### src/rtl/calc_port_scheduler.sv
// Four-port front end for one shared calc ALU slice: per-port two-cycle request
// capture, invalid-command screening, round-robin issue and response routing.

module calc_port_fsm #(
  parameter int DATA_W = 32
) (
  input  logic              c_clk,
  input  logic              reset,
  input  logic [0:3]        cmd_in,
  input  logic [0:DATA_W-1] data_in,
  input  logic              cpl_vld,
  input  logic [0:1]        cpl_resp,
  input  logic [0:DATA_W-1] cpl_data,
  output logic              pend,
  output logic [0:3]        cmd,
  output logic [0:DATA_W-1] op1,
  output logic [0:DATA_W-1] op2,
  output logic [0:1]        resp,
  output logic [0:DATA_W-1] data
);
  typedef enum logic [1:0] {P_IDLE, P_OP2, P_PEND} pst_e;

  pst_e              st_q, st_d;
  logic [0:3]        cmd_q, cmd_d;
  logic [0:DATA_W-1] op1_q, op1_d, op2_q, op2_d, data_q, data_d;
  logic [0:1]        resp_q, resp_d;
  logic              cmd_ok;

  assign cmd_ok = (cmd_q == 4'd1) || (cmd_q == 4'd2) || (cmd_q == 4'd5) || (cmd_q == 4'd6);

  always_comb begin
    st_d   = st_q;
    cmd_d  = cmd_q;
    op1_d  = op1_q;
    op2_d  = op2_q;
    resp_d = 2'd0;
    data_d = '0;
    case (st_q)
      // a port is deaf during its own response cycle
      P_IDLE: if (cmd_in != 4'd0 && resp_q == 2'd0) begin
        st_d  = P_OP2;
        cmd_d = cmd_in;
        op1_d = data_in;
      end
      P_OP2: begin
        op2_d = data_in;
        if (cmd_ok) st_d = P_PEND;
        else begin
          st_d   = P_IDLE;
          resp_d = 2'd2;
        end
      end
      P_PEND: if (cpl_vld) begin
        st_d   = P_IDLE;
        resp_d = cpl_resp;
        data_d = cpl_data;
      end
      default: st_d = P_IDLE;
    endcase
  end

  always_ff @(posedge c_clk or negedge reset) begin
    if (!reset) begin
      st_q   <= P_IDLE;
      cmd_q  <= '0;
      op1_q  <= '0;
      op2_q  <= '0;
      resp_q <= '0;
      data_q <= '0;
    end else begin
      st_q   <= st_d;
      cmd_q  <= cmd_d;
      op1_q  <= op1_d;
      op2_q  <= op2_d;
      resp_q <= resp_d;
      data_q <= data_d;
    end
  end

  assign pend = (st_q == P_PEND);
  assign cmd  = cmd_q;
  assign op1  = op1_q;
  assign op2  = op2_q;
  assign resp = resp_q;
  assign data = data_q;
endmodule

module calc_port_scheduler #(
  parameter int DATA_W  = 32,
  parameter int TIMEOUT = 64
) (
  input  logic              c_clk,
  input  logic              reset,
  input  logic [0:3]        req1_cmd_in,
  input  logic [0:3]        req2_cmd_in,
  input  logic [0:3]        req3_cmd_in,
  input  logic [0:3]        req4_cmd_in,
  input  logic [0:DATA_W-1] req1_data_in,
  input  logic [0:DATA_W-1] req2_data_in,
  input  logic [0:DATA_W-1] req3_data_in,
  input  logic [0:DATA_W-1] req4_data_in,
  output logic [0:1]        out_resp1,
  output logic [0:1]        out_resp2,
  output logic [0:1]        out_resp3,
  output logic [0:1]        out_resp4,
  output logic [0:DATA_W-1] out_data1,
  output logic [0:DATA_W-1] out_data2,
  output logic [0:DATA_W-1] out_data3,
  output logic [0:DATA_W-1] out_data4,
  output logic              alu_valid,
  output logic [0:3]        alu_cmd,
  output logic [0:DATA_W-1] alu_op1,
  output logic [0:DATA_W-1] alu_op2,
  input  logic              alu_done,
  input  logic [0:1]        alu_resp,
  input  logic [0:DATA_W-1] alu_data,
  output logic [0:1]        alu_port
);
  localparam int NUM_PORTS = 4;
  localparam int CNT_W     = $clog2(TIMEOUT + 1);

  typedef enum logic [1:0] {A_IDLE, A_ISSUE, A_WAIT} ast_e;

  logic [NUM_PORTS-1:0][0:3]        p_cmd_in, p_cmd;
  logic [NUM_PORTS-1:0][0:DATA_W-1] p_din, p_op1, p_op2, p_data;
  logic [NUM_PORTS-1:0][0:1]        p_resp;
  logic [NUM_PORTS-1:0]             p_pend, cpl_vld;
  logic [0:1]                       cpl_resp;
  logic [0:DATA_W-1]                cpl_data;

  assign p_cmd_in = {req4_cmd_in, req3_cmd_in, req2_cmd_in, req1_cmd_in};
  assign p_din    = {req4_data_in, req3_data_in, req2_data_in, req1_data_in};

  for (genvar i = 0; i < NUM_PORTS; i++) begin : g_port
    calc_port_fsm #(.DATA_W(DATA_W)) u_port (
      .c_clk    (c_clk),
      .reset    (reset),
      .cmd_in   (p_cmd_in[i]),
      .data_in  (p_din[i]),
      .cpl_vld  (cpl_vld[i]),
      .cpl_resp (cpl_resp),
      .cpl_data (cpl_data),
      .pend     (p_pend[i]),
      .cmd      (p_cmd[i]),
      .op1      (p_op1[i]),
      .op2      (p_op2[i]),
      .resp     (p_resp[i]),
      .data     (p_data[i])
    );
  end

  ast_e              ast_q, ast_d;
  logic [1:0]        ptr_q, ptr_d, gnt_q, gnt_d, alu_port_q, alu_port_d, sel;
  logic [CNT_W-1:0]  cnt_q, cnt_d;
  logic              alu_valid_q, alu_valid_d, found;
  logic [0:3]        alu_cmd_q, alu_cmd_d;
  logic [0:DATA_W-1] alu_op1_q, alu_op1_d, alu_op2_q, alu_op2_d;

  always_comb begin
    ast_d       = ast_q;
    ptr_d       = ptr_q;
    gnt_d       = gnt_q;
    cnt_d       = cnt_q;
    alu_valid_d = 1'b0;
    alu_cmd_d   = '0;
    alu_op1_d   = '0;
    alu_op2_d   = '0;
    alu_port_d  = alu_port_q;
    cpl_vld     = '0;
    cpl_resp    = 2'd0;
    cpl_data    = '0;
    found       = 1'b0;
    sel         = ptr_q;
    // search starts just after the last granted port; k=4 wraps back onto it
    for (int k = 1; k <= NUM_PORTS; k++) begin
      if (!found && p_pend[2'(ptr_q + 2'(k))]) begin
        found = 1'b1;
        sel   = 2'(ptr_q + 2'(k));
      end
    end
    case (ast_q)
      A_IDLE: if (found) begin
        ast_d       = A_ISSUE;
        ptr_d       = sel;
        gnt_d       = sel;
        alu_valid_d = 1'b1;
        alu_cmd_d   = p_cmd[sel];
        alu_op1_d   = p_op1[sel];
        alu_op2_d   = p_op2[sel];
        alu_port_d  = sel;
      end
      A_ISSUE: begin
        ast_d = A_WAIT;
        cnt_d = CNT_W'(1);
      end
      A_WAIT: begin
        if (alu_done) begin
          ast_d          = A_IDLE;
          cpl_vld[gnt_q] = 1'b1;
          cpl_resp       = alu_resp;
          cpl_data       = (alu_resp == 2'd1) ? alu_data : '0;
        end else if (cnt_q == CNT_W'(TIMEOUT)) begin
          ast_d          = A_IDLE;
          cpl_vld[gnt_q] = 1'b1;
          cpl_resp       = 2'd2;
        end else begin
          cnt_d = cnt_q + CNT_W'(1);
        end
      end
      default: ast_d = A_IDLE;
    endcase
  end

  always_ff @(posedge c_clk or negedge reset) begin
    if (!reset) begin
      ast_q       <= A_IDLE;
      ptr_q       <= 2'd3;
      gnt_q       <= 2'd0;
      cnt_q       <= '0;
      alu_valid_q <= 1'b0;
      alu_cmd_q   <= '0;
      alu_op1_q   <= '0;
      alu_op2_q   <= '0;
      alu_port_q  <= 2'd0;
    end else begin
      ast_q       <= ast_d;
      ptr_q       <= ptr_d;
      gnt_q       <= gnt_d;
      cnt_q       <= cnt_d;
      alu_valid_q <= alu_valid_d;
      alu_cmd_q   <= alu_cmd_d;
      alu_op1_q   <= alu_op1_d;
      alu_op2_q   <= alu_op2_d;
      alu_port_q  <= alu_port_d;
    end
  end

  assign alu_valid = alu_valid_q;
  assign alu_cmd   = alu_cmd_q;
  assign alu_op1   = alu_op1_q;
  assign alu_op2   = alu_op2_q;
  assign alu_port  = alu_port_q;

  assign out_resp1 = p_resp[0];
  assign out_resp2 = p_resp[1];
  assign out_resp3 = p_resp[2];
  assign out_resp4 = p_resp[3];
  assign out_data1 = p_data[0];
  assign out_data2 = p_data[1];
  assign out_data3 = p_data[2];
  assign out_data4 = p_data[3];
endmodule

### config.mk
export PLATFORM = sky130hd
export DESIGN_NAME = calc_port_scheduler
export DESIGN_NICKNAME = d
export VERILOG_FILES = /design/src/rtl/calc_port_scheduler.sv
export SDC_FILE = /design/constraint.sdc
export NUM_CORES = 1
export LEC_CHECK = 0
export BUFFER_PORTS_ARGS = -buffer_cell sky130_fd_sc_hd__buf_4
export CORE_ASPECT_RATIO = 1.1
export CORE_MARGIN = 8
export CORE_UTILIZATION = 55
export CTS_BUF_LIST = sky130_fd_sc_hd__clkbuf_4
export CTS_CLUSTER_DIAMETER = 30
export DETAILED_ROUTE_END_ITERATION = 12
export PLACE_DENSITY_LB_ADDON = 0.15
export SYNTH_ARGS = -nofsm -noshare
export SYNTH_HDL_FRONTEND = slang
export SYNTH_HIERARCHICAL = 1
export SYNTH_SLANG_ARGS = --single-unit
### constraint.sdc
create_clock -name c_clk -period 2.5 [get_ports c_clk]
set_input_delay 0.5 -clock c_clk [delete_from_list [all_inputs] [get_ports c_clk]]
set_output_delay 0.5 -clock c_clk [all_outputs]
set_load 0.01 [all_outputs]
==> results of run 1 <==
routing by layer:
layer	GRT usage	wire (um)
met1	0.3265	23020
met2	0.4533	29280
met3	0.06755	4221
met4	0.1205	1780
met5	0	0
worst max-delay path: stages, from the launching register on:
cell and delay, ps:
sky130_fd_sc_hd__dfrtp_1 370, sky130_fd_sc_hd__inv_1 80, sky130_fd_sc_hd__ha_1 290, sky130_fd_sc_hd__nand2b_1 120, sky130_fd_sc_hd__o21ai_1 100, sky130_fd_sc_hd__a221oi_4 320
sky130_fd_sc_hd__buf_12 270, sky130_fd_sc_hd__buf_4 250, sky130_fd_sc_hd__mux2i_1 320, sky130_fd_sc_hd__o22ai_1 150
flip-flops by register name, summed over array words and instances, names as in the netlist:
name and flops:
alu_cmd 4, alu_op1 32, alu_op2 32, alu_port 2
alu_valid 1, ast_q 2, cnt_q 7, g_port.u_port/cmd 16
g_port.u_port/data 128, g_port.u_port/op1 128, g_port.u_port/op2 128, g_port.u_port/resp 8
g_port.u_port/st_q 8, ptr_q 2
cell type report:
cell class / instances / area share
Sequential cell: 498 / 0.4677
Multi-Input combinational cell: 778 / 0.2606
Timing Repair Buffer: 590 / 0.1905
Clock buffer: 172 / 0.04846
Tap cell: 487 / 0.02287
Clock inverter: 28 / 0.007043
Inverter: 16 / 0.002254
Antenna cell: 5 / 0.0004695
path summary, 6_finish.rpt:
| check | from | to | cells after the start |
|---|---|---|---|
| min in group asynchronous | reset | g_port[1].u_port/data[17] | 2 |
| max | g_port[3].u_port/st_q[0] | alu_op1[26] | 9 |
| max reg2reg | g_port[3].u_port/st_q[0] | alu_op1[26] | 9 |
| min | alu_data[22] | g_port[1].u_port/data[22] | 3 |
| max in group asynchronous | reset | alu_op1[23] | 3 |
| min reg2reg | g_port[3].u_port/op1[1] | g_port[3].u_port/op1[1] | 1 |
power by group:
| group | leakage [uW] | internal [uW] | switching [uW] |
|---|---|---|---|
| logic | 0.00611 | 7360 | 7070 |
| clock network | 0.000883 | 3430 | 3110 |
| registers | 0.00628 | 11100 | 1710 |
| total | 0.0133 | 21900 | 11900 |
logic make-up after synthesis:
kind of cell / share of synthesized area
AND/OR/NAND/NOR: 0.07282
adder cells (fa/ha/maj): 0.008759
multiplexers: 0.2238
buffers and inverters: 0.03134
AO/OA/AOI/OAI: 0.03829
XOR/XNOR: 0.001752
flip-flops: 0.6232
repair_timing:
item                                   CTS  global route
hold buffers                           146             0
endpoints found under the hold margin  434             0
setup endpoints to repair                0             0
cells in the mapped netlist, drive strengths merged:
cell      n  area, sq um
a311o     1        10.01
xnor2     4        35.03
o21a      1        7.510
clkbuf   38        142.6
nor2b     6        37.54
mux2i   140         1401
a221oi    1        26.28
o22a      4        35.03
nand2b    6        45.04
and4      5        43.79
buf      47        424.2
o31ai     3        22.52
a21boi    4        30.03
or3       4        30.03
nand3     7        35.03
nor3     10        61.31
mux2    273         3074
a31oi     1        6.260
dfrtp   496        12410
nor2     15        56.30
inv      16        60.06
nand2    13        58.80
and3    132        825.8
nor4      6        50.04
o22ai    68        488.0
o21ai    15        75.07
ha       14        175.2
dfstp     2        52.55
and2     34        212.7
a311oi    1        15.01
a21oi    10        50.05
per-stage QoR:
stage,hold WS [ps],TNS [ps],utilization
after global routing,92.79,-13.23,0.7405
after detailed placement,456.9,0,0.6584
after global placement,453.2,0,0.6584
after floorplan,204.4,0,-
final,112.9,0,0.7405
after CTS,16.27,0,0.7401
cells in the final DEF (no fill, tap or decap), drive strengths merged, types with 17 or more instances in the layout:
cell / Yosys / routed
dlygate4sd3: 0 / 146
inv: 16 / 17
mux2i: 140 / 140
o22ai: 68 / 68
dfrtp: 496 / 496
mux2: 273 / 273
clkinv: 0 / 24
clkbuf: 38 / 172
and3: 132 / 132
buf: 47 / 444
and2: 34 / 34
==> impl_results.html, run 1 <==
<table>
<tr><th>Metric</th><th>Value</th></tr>
<tr><th colspan="2">Clock tree</th></tr>
<tr><td>Clock Latency Late Sink</td><td>800 ps</td></tr>
<tr><td>CTS tree</td><td>built</td></tr>
<tr><td>CTS clk-pin slew, worst paths</td><td>80 ps</td></tr>
<tr><td># H-tree levels</td><td>3</td></tr>
<tr><td>Total number of clock tree sinks</td><td>498</td></tr>
<tr><td>Number of buffers on the longest clock path</td><td>3</td></tr>
<tr><td>Number of gates given a new drive strength after cts</td><td>0</td></tr>
<tr><td>CTS Root Buffer Type</td><td>sky130_fd_sc_hd__clkbuf_4</td></tr>
<tr><td>TritonCTS buffer count</td><td>120</td></tr>
<tr><td>Post-CTS setup buffer count</td><td>0</td></tr>
<tr><th colspan="2">Power</th></tr>
<tr><td>Total power</td><td>33,750 uW</td></tr>
<tr><td>Peak ir drop on the vdd network</td><td>0.8414 mV</td></tr>
<tr><td>Areal power density over the cells</td><td>1267 nW/um^2</td></tr>
<tr><td>Leakage Power</td><td>0.01328 uW</td></tr>
<tr><th colspan="2">Synth</th></tr>
<tr><td>Portion of the post-synthesis area used by sequential elements</td><td>0.6232</td></tr>
<tr><td>Synthesis warning total</td><td>6</td></tr>
<tr><td>Number of nets in the synthesized netlist</td><td>1,572</td></tr>
<tr><td>Area of the mapped netlist</td><td>20,000 sq um</td></tr>
<tr><td>Avg Inst Size Synth</td><td>14.52 sq um</td></tr>
<tr><td>Post-synthesis sequential element count</td><td>498</td></tr>
<tr><td>Count of distinct cell types in the synthesized netlist</td><td>39</td></tr>
<tr><td>Number of instances in the synthesized netlist</td><td>1,377</td></tr>
<tr><th colspan="2">STA</th></tr>
<tr><td>Number of setup violations in the final report</td><td>0</td></tr>
<tr><td>Headroom to the max-slew limit</td><td>0.5499</td></tr>
<tr><td>Largest clock skew in the final design</td><td>41.06 ps</td></tr>
<tr><td>Highest Clock Rate</td><td>0.4177 GHz</td></tr>
<tr><td>Count of final hold-check violations</td><td>0</td></tr>
<tr><td>Worst setup slack after layout</td><td>106.1 ps</td></tr>
<tr><td>Worst Tran Pin Value</td><td>668.9 ps</td></tr>
<tr><td>Pins Over Slew Limit</td><td>0</td></tr>
<tr><td>Final min period</td><td>2394 ps</td></tr>
<tr><td>Final period utilization</td><td>0.9576</td></tr>
<tr><th colspan="2">Finish</th></tr>
<tr><td>Post-route design area</td><td>26,650 sq um</td></tr>
<tr><td>Final #Nets</td><td>2,199</td></tr>
<tr><td>Layout cell share with drive strength beyond 1</td><td>0.4472</td></tr>
<tr><td>Number of fillers in the final layout</td><td>2,388</td></tr>
<tr><td>FF+latch area</td><td>12,460 sq um</td></tr>
<tr><td>Area of the multi-input gates</td><td>6945 sq um</td></tr>
<tr><td>Area Growth Syn to Fin</td><td>33.25%</td></tr>
<tr><td>Count of placed standard cells in the final layout, fillers left out</td><td>2,574</td></tr>
<tr><th colspan="2">Drt</th></tr>
<tr><td>Number of DRC violations after detailed-routing iteration 0</td><td>634</td></tr>
<tr><td>Final routed DRC violation total</td><td>0</td></tr>
<tr><td>Count of TritonRoute iterations in the first routing pass</td><td>5</td></tr>
<tr><td>Vias per cell</td><td>5.486</td></tr>
<tr><td>DR WL/cell</td><td>22.65 um</td></tr>
<tr><td>Antenna violation net count after detailed routing</td><td>0</td></tr>
<tr><td>Vias after detailed routing</td><td>14.12k</td></tr>
<tr><td>Detailed-route wire length</td><td>58,300 um</td></tr>
<tr><th colspan="2">Worst setup path</th></tr>
<tr><td>R2R Setup Slk</td><td>110 ps</td></tr>
<tr><td>Startpoint Class</td><td>flop</td></tr>
<tr><td>CP required</td><td>3170 ps</td></tr>
<tr><td>WP data arrival</td><td>3070 ps</td></tr>
<tr><td>Max Fanout on Critical Path</td><td>23</td></tr>
<tr><td>Critical Path End Type</td><td>flop</td></tr>
<tr><td>Setup CP Type</td><td>flop to flop</td></tr>
<tr><th colspan="2">GRT</th></tr>
<tr><td>Pin count of the biggest net entering global routing</td><td>82</td></tr>
<tr><td>Initial antenna violation count</td><td>5</td></tr>
<tr><td>Via count of the first global-routing pass</td><td>15.60k</td></tr>
<tr><td>Residual overflow from global routing</td><td>0</td></tr>
<tr><td>Wire length of the first global-routing pass</td><td>89,580 um</td></tr>
<tr><td>Global router's overall resource usage</td><td>0.2705</td></tr>
<tr><th colspan="2">Placement</th></tr>
<tr><td>Placed inst area</td><td>23,700 sq um</td></tr>
<tr><td>Pre-CTS WS</td><td>146.1 ps</td></tr>
<tr><td>Estimated wirelength of the detail-placed design</td><td>37,940 um</td></tr>
<tr><td>Number of cells in the design after placement</td><td>2,223</td></tr>
<tr><td>Final weighted congestion in routability-driven placement</td><td>0.8068</td></tr>
<tr><td>Number of input and output port buffers inserted</td><td>387</td></tr>
<tr><th colspan="2">Floorplanning</th></tr>
<tr><td>Height of the chip</td><td>216.0 um</td></tr>
<tr><td>Placeable Area</td><td>35,990 sq um</td></tr>
<tr><td>Count of boundary I/O pins</td><td>388</td></tr>
<tr><td>Die X</td><td>197.8 um</td></tr>
<tr><td>Number of placement rows</td><td>73</td></tr>
<tr><td>Initial core utilization</td><td>0.5557</td></tr>
<tr><td>Die area</td><td>42,730 sq um</td></tr>
<tr><th colspan="2">Worst hold path</th></tr>
<tr><td>Path class of the lowest-slack min-delay path</td><td>input port to flop</td></tr>
<tr><th colspan="2">Run</th></tr>
<tr><td>Max Cap Viol</td><td>0</td></tr>
<tr><th colspan="2">Status</th></tr>
<tr><td>Run status</td><td>completed</td></tr>
</table>
(Power assumes the default switching activity.)
==> inputs of run 2 (changes only) <==
--- a/config.mk
+++ b/config.mk
@@ -13,6 +13,7 @@
 export CTS_CLUSTER_DIAMETER = 30
 export DETAILED_ROUTE_END_ITERATION = 12
 export PLACE_DENSITY_LB_ADDON = 0.15
+export REMOVE_ABC_BUFFERS = 1
 export SYNTH_ARGS = -nofsm -noshare
 export SYNTH_HDL_FRONTEND = slang
 export SYNTH_HIERARCHICAL = 1
==> impl_results.html, run 2 (synthesis results as in run 1) <==
<table>
<tr><th>Metric</th><th>Value</th></tr>
<tr><th colspan="2">Clock tree</th></tr>
<tr><td>Number of gates given a new drive strength after cts</td><td>0</td></tr>
<tr><td>CTS clk-pin slew, worst paths</td><td>70 ps</td></tr>
<tr><td>TritonCTS buffer count</td><td>118</td></tr>
<tr><td>Total number of clock tree sinks</td><td>498</td></tr>
<tr><td>CTS tree</td><td>built</td></tr>
<tr><td>CTS Root Buffer Type</td><td>sky130_fd_sc_hd__clkbuf_4</td></tr>
<tr><td>Clock Latency Late Sink</td><td>800 ps</td></tr>
<tr><td># H-tree levels</td><td>3</td></tr>
<tr><td>Number of buffers on the longest clock path</td><td>3</td></tr>
<tr><th colspan="2">Finish</th></tr>
<tr><td>Layout cell share with drive strength beyond 1</td><td>0.4442</td></tr>
<tr><td>Count of placed standard cells in the final layout, fillers left out</td><td>2,574</td></tr>
<tr><td>Area Growth Syn to Fin</td><td>33.15%</td></tr>
<tr><td>Post-route design area</td><td>26,630 sq um</td></tr>
<tr><td>Commonest non-fill, non-tap cells in the layout</td><td>496 x sky130_fd_sc_hd__dfrtp_1, 412 x sky130_fd_sc_hd__buf_4, 273 x sky130_fd_sc_hd__mux2_2</td></tr>
<tr><td>Area of the multi-input gates</td><td>6945 sq um</td></tr>
<tr><td>FF+latch area</td><td>12,460 sq um</td></tr>
<tr><td>Final #Nets</td><td>2,191</td></tr>
<tr><td>Number of fillers in the final layout</td><td>2,400</td></tr>
<tr><td>Most common library cell in the layout ignoring fill and taps</td><td>sky130_fd_sc_hd__dfrtp_1</td></tr>
<tr><th colspan="2">Placement</th></tr>
<tr><td>Estimated wirelength of the detail-placed design</td><td>37,430 um</td></tr>
<tr><td>Final weighted congestion in routability-driven placement</td><td>0.8712</td></tr>
<tr><td>Number of cells in the design after placement</td><td>2,217</td></tr>
<tr><td>Number of input and output port buffers inserted</td><td>387</td></tr>
<tr><td>Placed inst area</td><td>23,690 sq um</td></tr>
<tr><th colspan="2">Power</th></tr>
<tr><td>Clk network pwr share</td><td>0.191</td></tr>
<tr><td>Cell-internal power</td><td>21,790 uW</td></tr>
<tr><td>Areal power density over the cells</td><td>1264 nW/um^2</td></tr>
<tr><td>Leakage Power</td><td>0.01326 uW</td></tr>
<tr><td>Power share of the combinational group</td><td>0.429</td></tr>
<tr><td>Peak ir drop on the vdd network</td><td>0.8343 mV</td></tr>
<tr><td>Net Sw Power</td><td>11,870 uW</td></tr>
<tr><td>Switching power as a share of total power</td><td>0.3526</td></tr>
<tr><td>Sequential Power Share</td><td>0.380</td></tr>
<tr><th colspan="2">Worst setup path</th></tr>
<tr><td>Critical-path top delay cell</td><td>sky130_fd_sc_hd__dfrtp_1</td></tr>
<tr><td>Startpoint Class</td><td>flop</td></tr>
<tr><td>WP data arrival</td><td>3020 ps</td></tr>
<tr><td>CP required</td><td>3160 ps</td></tr>
<tr><td>CP Buf/Inv Count</td><td>3</td></tr>
<tr><td>Chain of cells forming the critical path</td><td>inv_1, ha_1, nand2b_1, a21oi_1, a221oi_4, buf_12, buf_12, mux2i_1, o22ai_1</td></tr>
<tr><td>Delay of the slowest critical-path stage</td><td>400 ps</td></tr>
<tr><td>R2R Setup Slk</td><td>140 ps</td></tr>
<tr><td>Setup CP Type</td><td>flop to flop</td></tr>
<tr><td>Critical Path End Type</td><td>flop</td></tr>
<tr><td>Max Fanout on Critical Path</td><td>26</td></tr>
<tr><td>Reg2Reg Capture Point</td><td>alu_op2[11]</td></tr>
<tr><td>Startpoint of the worst-slack reg-to-reg timing path</td><td>g_port[2].u_port/st_q[0]</td></tr>
<tr><td>Top delay family on crit path</td><td>compound AO/OA/AOI/OAI gates</td></tr>
<tr><td>R2R cell count</td><td>9</td></tr>
<tr><td>Cell repeated most along the worst path</td><td>sky130_fd_sc_hd__buf_12</td></tr>
<tr><th colspan="2">Drt</th></tr>
<tr><td>Vias after detailed routing</td><td>14.07k</td></tr>
<tr><td>DR WL/cell</td><td>22.37 um</td></tr>
<tr><td>Uppermost routed layer</td><td>met5</td></tr>
<tr><td>Routed wire length on met3</td><td>4186 um</td></tr>
<tr><td>Detailed-route wire length</td><td>57,570 um</td></tr>
<tr><td>Count of TritonRoute iterations in the first routing pass</td><td>5</td></tr>
<tr><td>Final routed DRC violation total</td><td>0</td></tr>
<tr><td>Antenna violation net count after detailed routing</td><td>0</td></tr>
<tr><td>Number of DRC violations after detailed-routing iteration 0</td><td>660</td></tr>
<tr><td>Routed metal-1 wire length</td><td>22,810 um</td></tr>
<tr><td>Vias per cell</td><td>5.467</td></tr>
<tr><td>WL met2</td><td>28,790 um</td></tr>
<tr><th colspan="2">GRT</th></tr>
<tr><td>Initial antenna violation count</td><td>9</td></tr>
<tr><td>Residual overflow from global routing</td><td>0</td></tr>
<tr><td>Wire length of the first global-routing pass</td><td>89,670 um</td></tr>
<tr><td>Global router's overall resource usage</td><td>0.2705</td></tr>
<tr><td>Via count of the first global-routing pass</td><td>15.68k</td></tr>
<tr><td>Pin count of the biggest net entering global routing</td><td>68</td></tr>
<tr><th colspan="2">STA</th></tr>
<tr><td>Highest Clock Rate</td><td>0.4245 GHz</td></tr>
<tr><td>Pins Over Slew Limit</td><td>0</td></tr>
<tr><td>Final period utilization</td><td>0.9422</td></tr>
<tr><td>Worst Tran Pin Value</td><td>587.3 ps</td></tr>
<tr><td>Number of setup violations in the final report</td><td>0</td></tr>
<tr><td>Final min period</td><td>2356 ps</td></tr>
<tr><td>Largest clock skew in the final design</td><td>19.81 ps</td></tr>
<tr><td>Count of final hold-check violations</td><td>0</td></tr>
<tr><td>Post-route setup TNS</td><td>0 ps</td></tr>
<tr><td>RSZ-0062 raised after global routing</td><td>false</td></tr>
<tr><td>Headroom to the max-slew limit</td><td>0.6085</td></tr>
<tr><th colspan="2">Floorplanning</th></tr>
<tr><td>Number of placement rows</td><td>73</td></tr>
<tr><td>Count of boundary I/O pins</td><td>388</td></tr>
<tr><td>Placeable Area</td><td>35,990 sq um</td></tr>
<tr><td>Height of the chip</td><td>216.0 um</td></tr>
<tr><td>Die X</td><td>197.8 um</td></tr>
<tr><td>Die area</td><td>42,730 sq um</td></tr>
<tr><td>Initial core utilization</td><td>0.5557</td></tr>
<tr><th colspan="2">Worst hold path</th></tr>
<tr><td>Cell count of the worst hold path</td><td>3</td></tr>
<tr><td>Path class of the lowest-slack min-delay path</td><td>input port to flop</td></tr>
<tr><td>Hold Crit Start</td><td>alu_data[30]</td></tr>
<tr><td>Hold endpoint</td><td>g_port[0].u_port/data[30]</td></tr>
<tr><th colspan="2">Run</th></tr>
<tr><td>Max Cap Viol</td><td>0</td></tr>
<tr><th colspan="2">Status</th></tr>
<tr><td>Run status</td><td>completed</td></tr>
</table>
[run 2: changes by cell type in the layout (fill, tap and decap cells not counted)]
cell and change:
sky130_fd_sc_hd__inv_2 +2, sky130_fd_sc_hd__diode_2 +2, sky130_fd_sc_hd__buf_12 +3, sky130_fd_sc_hd__clkinv_2 -1
sky130_fd_sc_hd__bufinv_16 -1, sky130_fd_sc_hd__buf_4 -9, sky130_fd_sc_hd__clkbuf_4 -1, sky130_fd_sc_hd__clkinv_1 +5
[run 2: worst max-delay path by stage]
stage          slack [ps]  depth (start not counted)                      from          end
2_1_floorplan       -4500                          6  g_port[0].u_port/st_q[0]   alu_cmd[2]
3_3_place_gp          280                          8  g_port[2].u_port/st_q[0]   alu_op1[9]
3_5_place_dp          240                          8  g_port[2].u_port/st_q[0]   alu_op1[4]
4_1_cts               210                          8  g_port[2].u_port/st_q[0]   alu_op1[4]
5_1_grt                50                          8  g_port[2].u_port/st_q[0]   alu_op2[8]
6_report              140                          9  g_port[2].u_port/st_q[0]  alu_op2[11]
[run 2: layer usage]
metal / up-vias / global-route usage
met4: 4 / 0.1146
met3: 112 / 0.07019
met5: - / 0
met1: 7120 / 0.3282
met2: 591 / 0.4526
li1: 6244 / -
[run 2: through the flow]
stage	total power (uW)	hold WS, ps	setup WS, ps	util
after CTS	33720	24.23	213.1	0.7395
after global placement	26600	486.7	276.3	0.6582
after detailed placement	27050	492.5	240.5	0.6582
after floorplan	20480	204.4	-4503	-
after global routing	35480	63.07	54.35	0.7400
final	33660	119.8	144.4	0.7400
[run 2: worst min-delay path, stage by stage]
cell	delay, ps
sky130_fd_sc_hd__buf_4	80
sky130_fd_sc_hd__and2_1	150
sky130_fd_sc_hd__and3_1	150
[run 2: power by group through the flow]
stage,Sequential [uW],Clock [uW],Combinational (uW)
5_1_grt,13100,7020,15300
6_report,12800,6420,14400
2_1_floorplan,12500,0,8020
3_5_place_dp,12800,0,14200
4_1_cts,12700,6570,14400
3_3_place_gp,12700,0,13900
[run 2: layout make-up]
class	instances	area share
antenna	7	0.0006578
clock buffer	171	0.04821
clock inverter	33	0.006719
inverter	16	0.002255
multi-input combinational	778	0.2608
sequential	498	0.4681
tap	487	0.02288
timing repair buffer	584	0.1904
[run 2: what timing repair did]
| item | CTS | global route |
|---|---|---|
| setup buffers | 0 | 0 |
| endpoints found under the hold margin | 319 | 0 |
| hold buffers | 146 | 0 |
==> inputs of run 3 (changes only) <==
--- a/config.mk
+++ b/config.mk
@@ -5,6 +5,7 @@
 export SDC_FILE = /design/constraint.sdc
 export NUM_CORES = 1
 export LEC_CHECK = 0
+export ABC_AREA = 1
 export BUFFER_PORTS_ARGS = -buffer_cell sky130_fd_sc_hd__buf_4
 export CORE_ASPECT_RATIO = 1.1
 export CORE_MARGIN = 8
@@ -18,3 +19,4 @@
 export SYNTH_HDL_FRONTEND = slang
 export SYNTH_HIERARCHICAL = 1
 export SYNTH_SLANG_ARGS = --single-unit
+export TNS_END_PERCENT = 20
==> impl_results.html, run 3 <==
<table>
<tr><th>Metric</th><th>Value</th></tr>
<tr><th colspan="2">GRT</th></tr>
<tr><td>Initial antenna violation count</td><td>1</td></tr>
<tr><td>Residual overflow from global routing</td><td>0</td></tr>
<tr><td>Wire length of the first global-routing pass</td><td>103,100 um</td></tr>
<tr><td>Pin count of the biggest net entering global routing</td><td>73</td></tr>
<tr><td>Global router's overall resource usage</td><td>0.2742</td></tr>
<tr><td>Via count of the first global-routing pass</td><td>19.69k</td></tr>
<tr><th colspan="2">Worst setup path</th></tr>
<tr><td>CP required</td><td>3200 ps</td></tr>
<tr><td>Cell repeated most along the worst path</td><td>sky130_fd_sc_hd__nand2_1</td></tr>
<tr><td>WP data arrival</td><td>2910 ps</td></tr>
<tr><td>Top delay family on crit path</td><td>simple AND/OR/NAND/NOR gates</td></tr>
<tr><td>Critical-path top delay cell</td><td>sky130_fd_sc_hd__dfrtp_1</td></tr>
<tr><td>Startpoint Class</td><td>flop</td></tr>
<tr><td>Setup CP Type</td><td>flop to flop</td></tr>
<tr><td>CP Buf/Inv Count</td><td>3</td></tr>
<tr><td>Delay of the slowest critical-path stage</td><td>400 ps</td></tr>
<tr><td>Max Fanout on Critical Path</td><td>48</td></tr>
<tr><td>Chain of cells forming the critical path</td><td>inv_1, ha_1, inv_1, nand2_1, nand2_1, nand2_1, nand2_1, nand2_1, nand3_1, nand2_4, buf_12, nand2_1, nand2_1, nor2_1</td></tr>
<tr><td>Critical Path End Type</td><td>flop</td></tr>
<tr><th colspan="2">Drt</th></tr>
<tr><td>Detailed-route wire length</td><td>64,640 um</td></tr>
<tr><td>Final routed DRC violation total</td><td>0</td></tr>
<tr><td>Vias after detailed routing</td><td>18.98k</td></tr>
<tr><td>Vias per cell</td><td>4.977</td></tr>
<tr><td>Number of DRC violations after detailed-routing iteration 0</td><td>1,182</td></tr>
<tr><td>Count of TritonRoute iterations in the first routing pass</td><td>5</td></tr>
<tr><td>DR WL/cell</td><td>16.95 um</td></tr>
<tr><td>Antenna violation net count after detailed routing</td><td>0</td></tr>
<tr><th colspan="2">Finish</th></tr>
<tr><td>Most common library cell in the layout ignoring fill and taps</td><td>sky130_fd_sc_hd__nand2_1</td></tr>
<tr><td>Post-route design area</td><td>28,940 sq um</td></tr>
<tr><td>Layout cell share with drive strength beyond 1</td><td>0.2521</td></tr>
<tr><td>Final #Nets</td><td>3,412</td></tr>
<tr><td>Commonest non-fill, non-tap cells in the layout</td><td>834 x sky130_fd_sc_hd__nand2_1, 496 x sky130_fd_sc_hd__dfrtp_1, 408 x sky130_fd_sc_hd__buf_4</td></tr>
<tr><td>Area Growth Syn to Fin</td><td>30.01%</td></tr>
<tr><th colspan="2">Run</th></tr>
<tr><td>Max Cap Viol</td><td>0</td></tr>
<tr><th colspan="2">Floorplanning</th></tr>
<tr><td>Height of the chip</td><td>227.0 um</td></tr>
<tr><td>Initial core utilization</td><td>0.5554</td></tr>
<tr><td>Die X</td><td>207.8 um</td></tr>
<tr><td>Die area</td><td>47,180 sq um</td></tr>
<tr><td>Count of boundary I/O pins</td><td>388</td></tr>
<tr><td>Placeable Area</td><td>40,080 sq um</td></tr>
<tr><td>Number of placement rows</td><td>77</td></tr>
<tr><th colspan="2">Synth</th></tr>
<tr><td>Number of synthesized flops with an enable pin</td><td>0</td></tr>
<tr><td>Area of the mapped netlist</td><td>22,260 sq um</td></tr>
<tr><td>Most area-consuming cells after synthesis</td><td>sky130_fd_sc_hd__dfrtp_1 56%, sky130_fd_sc_hd__nand2_1 14%, sky130_fd_sc_hd__inv_1 6.3%</td></tr>
<tr><td>Fraction of synthesis flops using an asynchronous set or reset pin</td><td>1.000</td></tr>
<tr><td>Library cell with the highest instance count after synthesis</td><td>sky130_fd_sc_hd__nand2_1</td></tr>
<tr><td>Share of cell area taken by muxes after synthesis</td><td>0</td></tr>
<tr><td>Count of distinct cell types in the synthesized netlist</td><td>34</td></tr>
<tr><td>Compound-cell area share of the yosys netlist</td><td>0.09156</td></tr>
<tr><td>Avg Inst Size Synth</td><td>8.536 sq um</td></tr>
<tr><td>Number of instances in the synthesized netlist</td><td>2,608</td></tr>
<tr><td>Post-synthesis sequential element count</td><td>498</td></tr>
<tr><td>Dominant combinational cell family by area after synthesis</td><td>simple AND/OR/NAND/NOR gates</td></tr>
<tr><td>Post-synth top flop</td><td>sky130_fd_sc_hd__dfrtp_1</td></tr>
<tr><td>Synthesis warning total</td><td>6</td></tr>
<tr><td>Simple-Gate Fraction of Synth Area</td><td>0.2355</td></tr>
<tr><td>Adder and majority cell fraction of the synthesized area</td><td>0.007869</td></tr>
<tr><td>Top-area cell type share of the netlist area</td><td>0.5576</td></tr>
<tr><td>Xor and xnor area share after synthesis</td><td>0.001180</td></tr>
<tr><td>Cell types with the highest counts after synthesis</td><td>835 x sky130_fd_sc_hd__nand2_1, 496 x sky130_fd_sc_hd__dfrtp_1, 375 x sky130_fd_sc_hd__inv_1</td></tr>
<tr><td>Portion of the post-synthesis area used by sequential elements</td><td>0.5599</td></tr>
<tr><td>Cell taking the most area after synthesis</td><td>sky130_fd_sc_hd__dfrtp_1</td></tr>
<tr><th colspan="2">Power</th></tr>
<tr><td>Net Sw Power</td><td>14,170 uW</td></tr>
<tr><td>Cell-internal power</td><td>19,750 uW</td></tr>
<tr><td>Total power</td><td>33,920 uW</td></tr>
<tr><td>Sequential Power Share</td><td>0.362</td></tr>
<tr><td>Power share of the combinational group</td><td>0.434</td></tr>
<tr><td>Peak ir drop on the vdd network</td><td>0.7022 mV</td></tr>
<tr><td>Areal power density over the cells</td><td>1172 nW/um^2</td></tr>
<tr><td>Clk network pwr share</td><td>0.204</td></tr>
<tr><td>Switching power as a share of total power</td><td>0.4177</td></tr>
<tr><td>Leakage Power</td><td>0.01515 uW</td></tr>
<tr><th colspan="2">Clock tree</th></tr>
<tr><td>Clock Latency Late Sink</td><td>830 ps</td></tr>
<tr><td>TritonCTS buffer count</td><td>136</td></tr>
<tr><td>Number of gates given a new drive strength after cts</td><td>0</td></tr>
<tr><td>Number of buffers on the longest clock path</td><td>3</td></tr>
<tr><td>Total number of clock tree sinks</td><td>498</td></tr>
<tr><td>CTS clk-pin slew, worst paths</td><td>70 ps</td></tr>
<tr><td>Hold-fix buffers, CTS</td><td>170</td></tr>
<tr><td>Post-CTS setup buffer count</td><td>0</td></tr>
<tr><td>CTS Root Buffer Type</td><td>sky130_fd_sc_hd__clkbuf_4</td></tr>
<tr><td># H-tree levels</td><td>4</td></tr>
<tr><td>CTS tree</td><td>built</td></tr>
<tr><th colspan="2">STA</th></tr>
<tr><td>Final min period</td><td>2209 ps</td></tr>
<tr><td>Final period utilization</td><td>0.8834</td></tr>
<tr><td>Worst setup slack after layout</td><td>291.4 ps</td></tr>
<tr><td>Largest clock skew in the final design</td><td>38.48 ps</td></tr>
<tr><td>Highest Clock Rate</td><td>0.4528 GHz</td></tr>
<tr><td>RSZ-0062 raised after global routing</td><td>false</td></tr>
<tr><td>Worst Tran Pin Value</td><td>692.7 ps</td></tr>
<tr><td>Pins Over Slew Limit</td><td>0</td></tr>
<tr><td>Number of setup violations in the final report</td><td>0</td></tr>
<tr><td>Headroom to the max-slew limit</td><td>0.5372</td></tr>
<tr><td>Count of final hold-check violations</td><td>0</td></tr>
<tr><th colspan="2">Status</th></tr>
<tr><td>Run status</td><td>completed</td></tr>
<tr><th colspan="2">Placement</th></tr>
<tr><td>Final weighted congestion in routability-driven placement</td><td>0.8519</td></tr>
<tr><td>Pre-CTS WS</td><td>334.9 ps</td></tr>
<tr><td>Placed inst area</td><td>25,640 sq um</td></tr>
<tr><td>Estimated wirelength of the detail-placed design</td><td>42,210 um</td></tr>
<tr><td>Number of input and output port buffers inserted</td><td>387</td></tr>
<tr><th colspan="2">Worst hold path</th></tr>
<tr><td>Path class of the lowest-slack min-delay path</td><td>input port to flop</td></tr>
</table>
run 3: cell count changes after synthesis, sizes merged, moves of 140 or more:
cell,previous run,this run
inv,16,378
mux2,273,0
mux2i,140,0
nand2,13,858
nor2,15,291
o21ai,15,284
run 3: final timing paths:
check / from / to / slack (ps) / depth (start not counted)
setup reg to reg: g_port[0].u_port/st_q[0] / alu_op1[29] / 290 / 14
hold reg to reg: g_port[0].u_port/op1[13] / g_port[0].u_port/op1[13] / 480 / 2
min in group asynchronous: reset / g_port[0].u_port/op1[1] / 240 / 2
setup / recovery: g_port[0].u_port/st_q[0] / alu_op1[29] / 290 / 14
max in group asynchronous: reset / g_port[2].u_port/data[3] / 1410 / 3
hold / removal: alu_data[8] / g_port[3].u_port/data[8] / 80 / 4
run 3: layout make-up:
cell class	instances	area [sq um]
Clock buffer	190	1426
Antenna cell	1	2.502
Multi-Input combinational cell	1598	7510
Timing Repair Buffer	605	5300
Fill cell	3074	11140
Inverter	378	1421
Sequential cell	498	12460
Tap cell	513	641.9
Clock inverter	31	175.2
run 3: cells by family after synthesis:
| kind of cell | after synthesis |
|---|---|
| flip-flops | 498 |
| adder cells (fa/ha/maj) | 14 |
| buffers and inverters | 512 |
| XOR/XNOR | 3 |
| AND/OR/NAND/NOR | 1287 |
| AO/OA/AOI/OAI | 294 |
run 3: per-stage QoR:
step           setup TNS, ps  cells  utilization  hold slack, ps
2_1_floorplan        -184960   2474            -           204.4
3_3_place_gp               0   3422       0.6396           463.5
3_5_place_dp               0   3422       0.6396           467.4
4_1_cts                    0   3813       0.7221          0.7299
5_1_grt                    0   3814       0.7221           33.75
6_report                   0   3814       0.7221           82.01
run 3: power groups by stage:
stage               clock network [uW]  logic [uW]  registers (uW)
floorplan                            0        9050           12100
global placement                     0       14100           12300
detailed placement                   0       14500           12300
CTS                               7110       14800           12200
global route                      7560       16700           12500
finish                            6910       14700           12300
run 3: per-layer routing:
metal	track usage	vias up	routed length (um)
li1	-	9169	-
met1	0.3378	9074	26350
met2	0.4552	600	32020
met3	0.06430	141	3775
met4	0.1351	0	2491
met5	0	-	0
run 3: tightest hold or removal path: cells and delay by family:
family / cells / cell delay, ps
buf+inv: 2 / 180
simple gates: 2 / 220
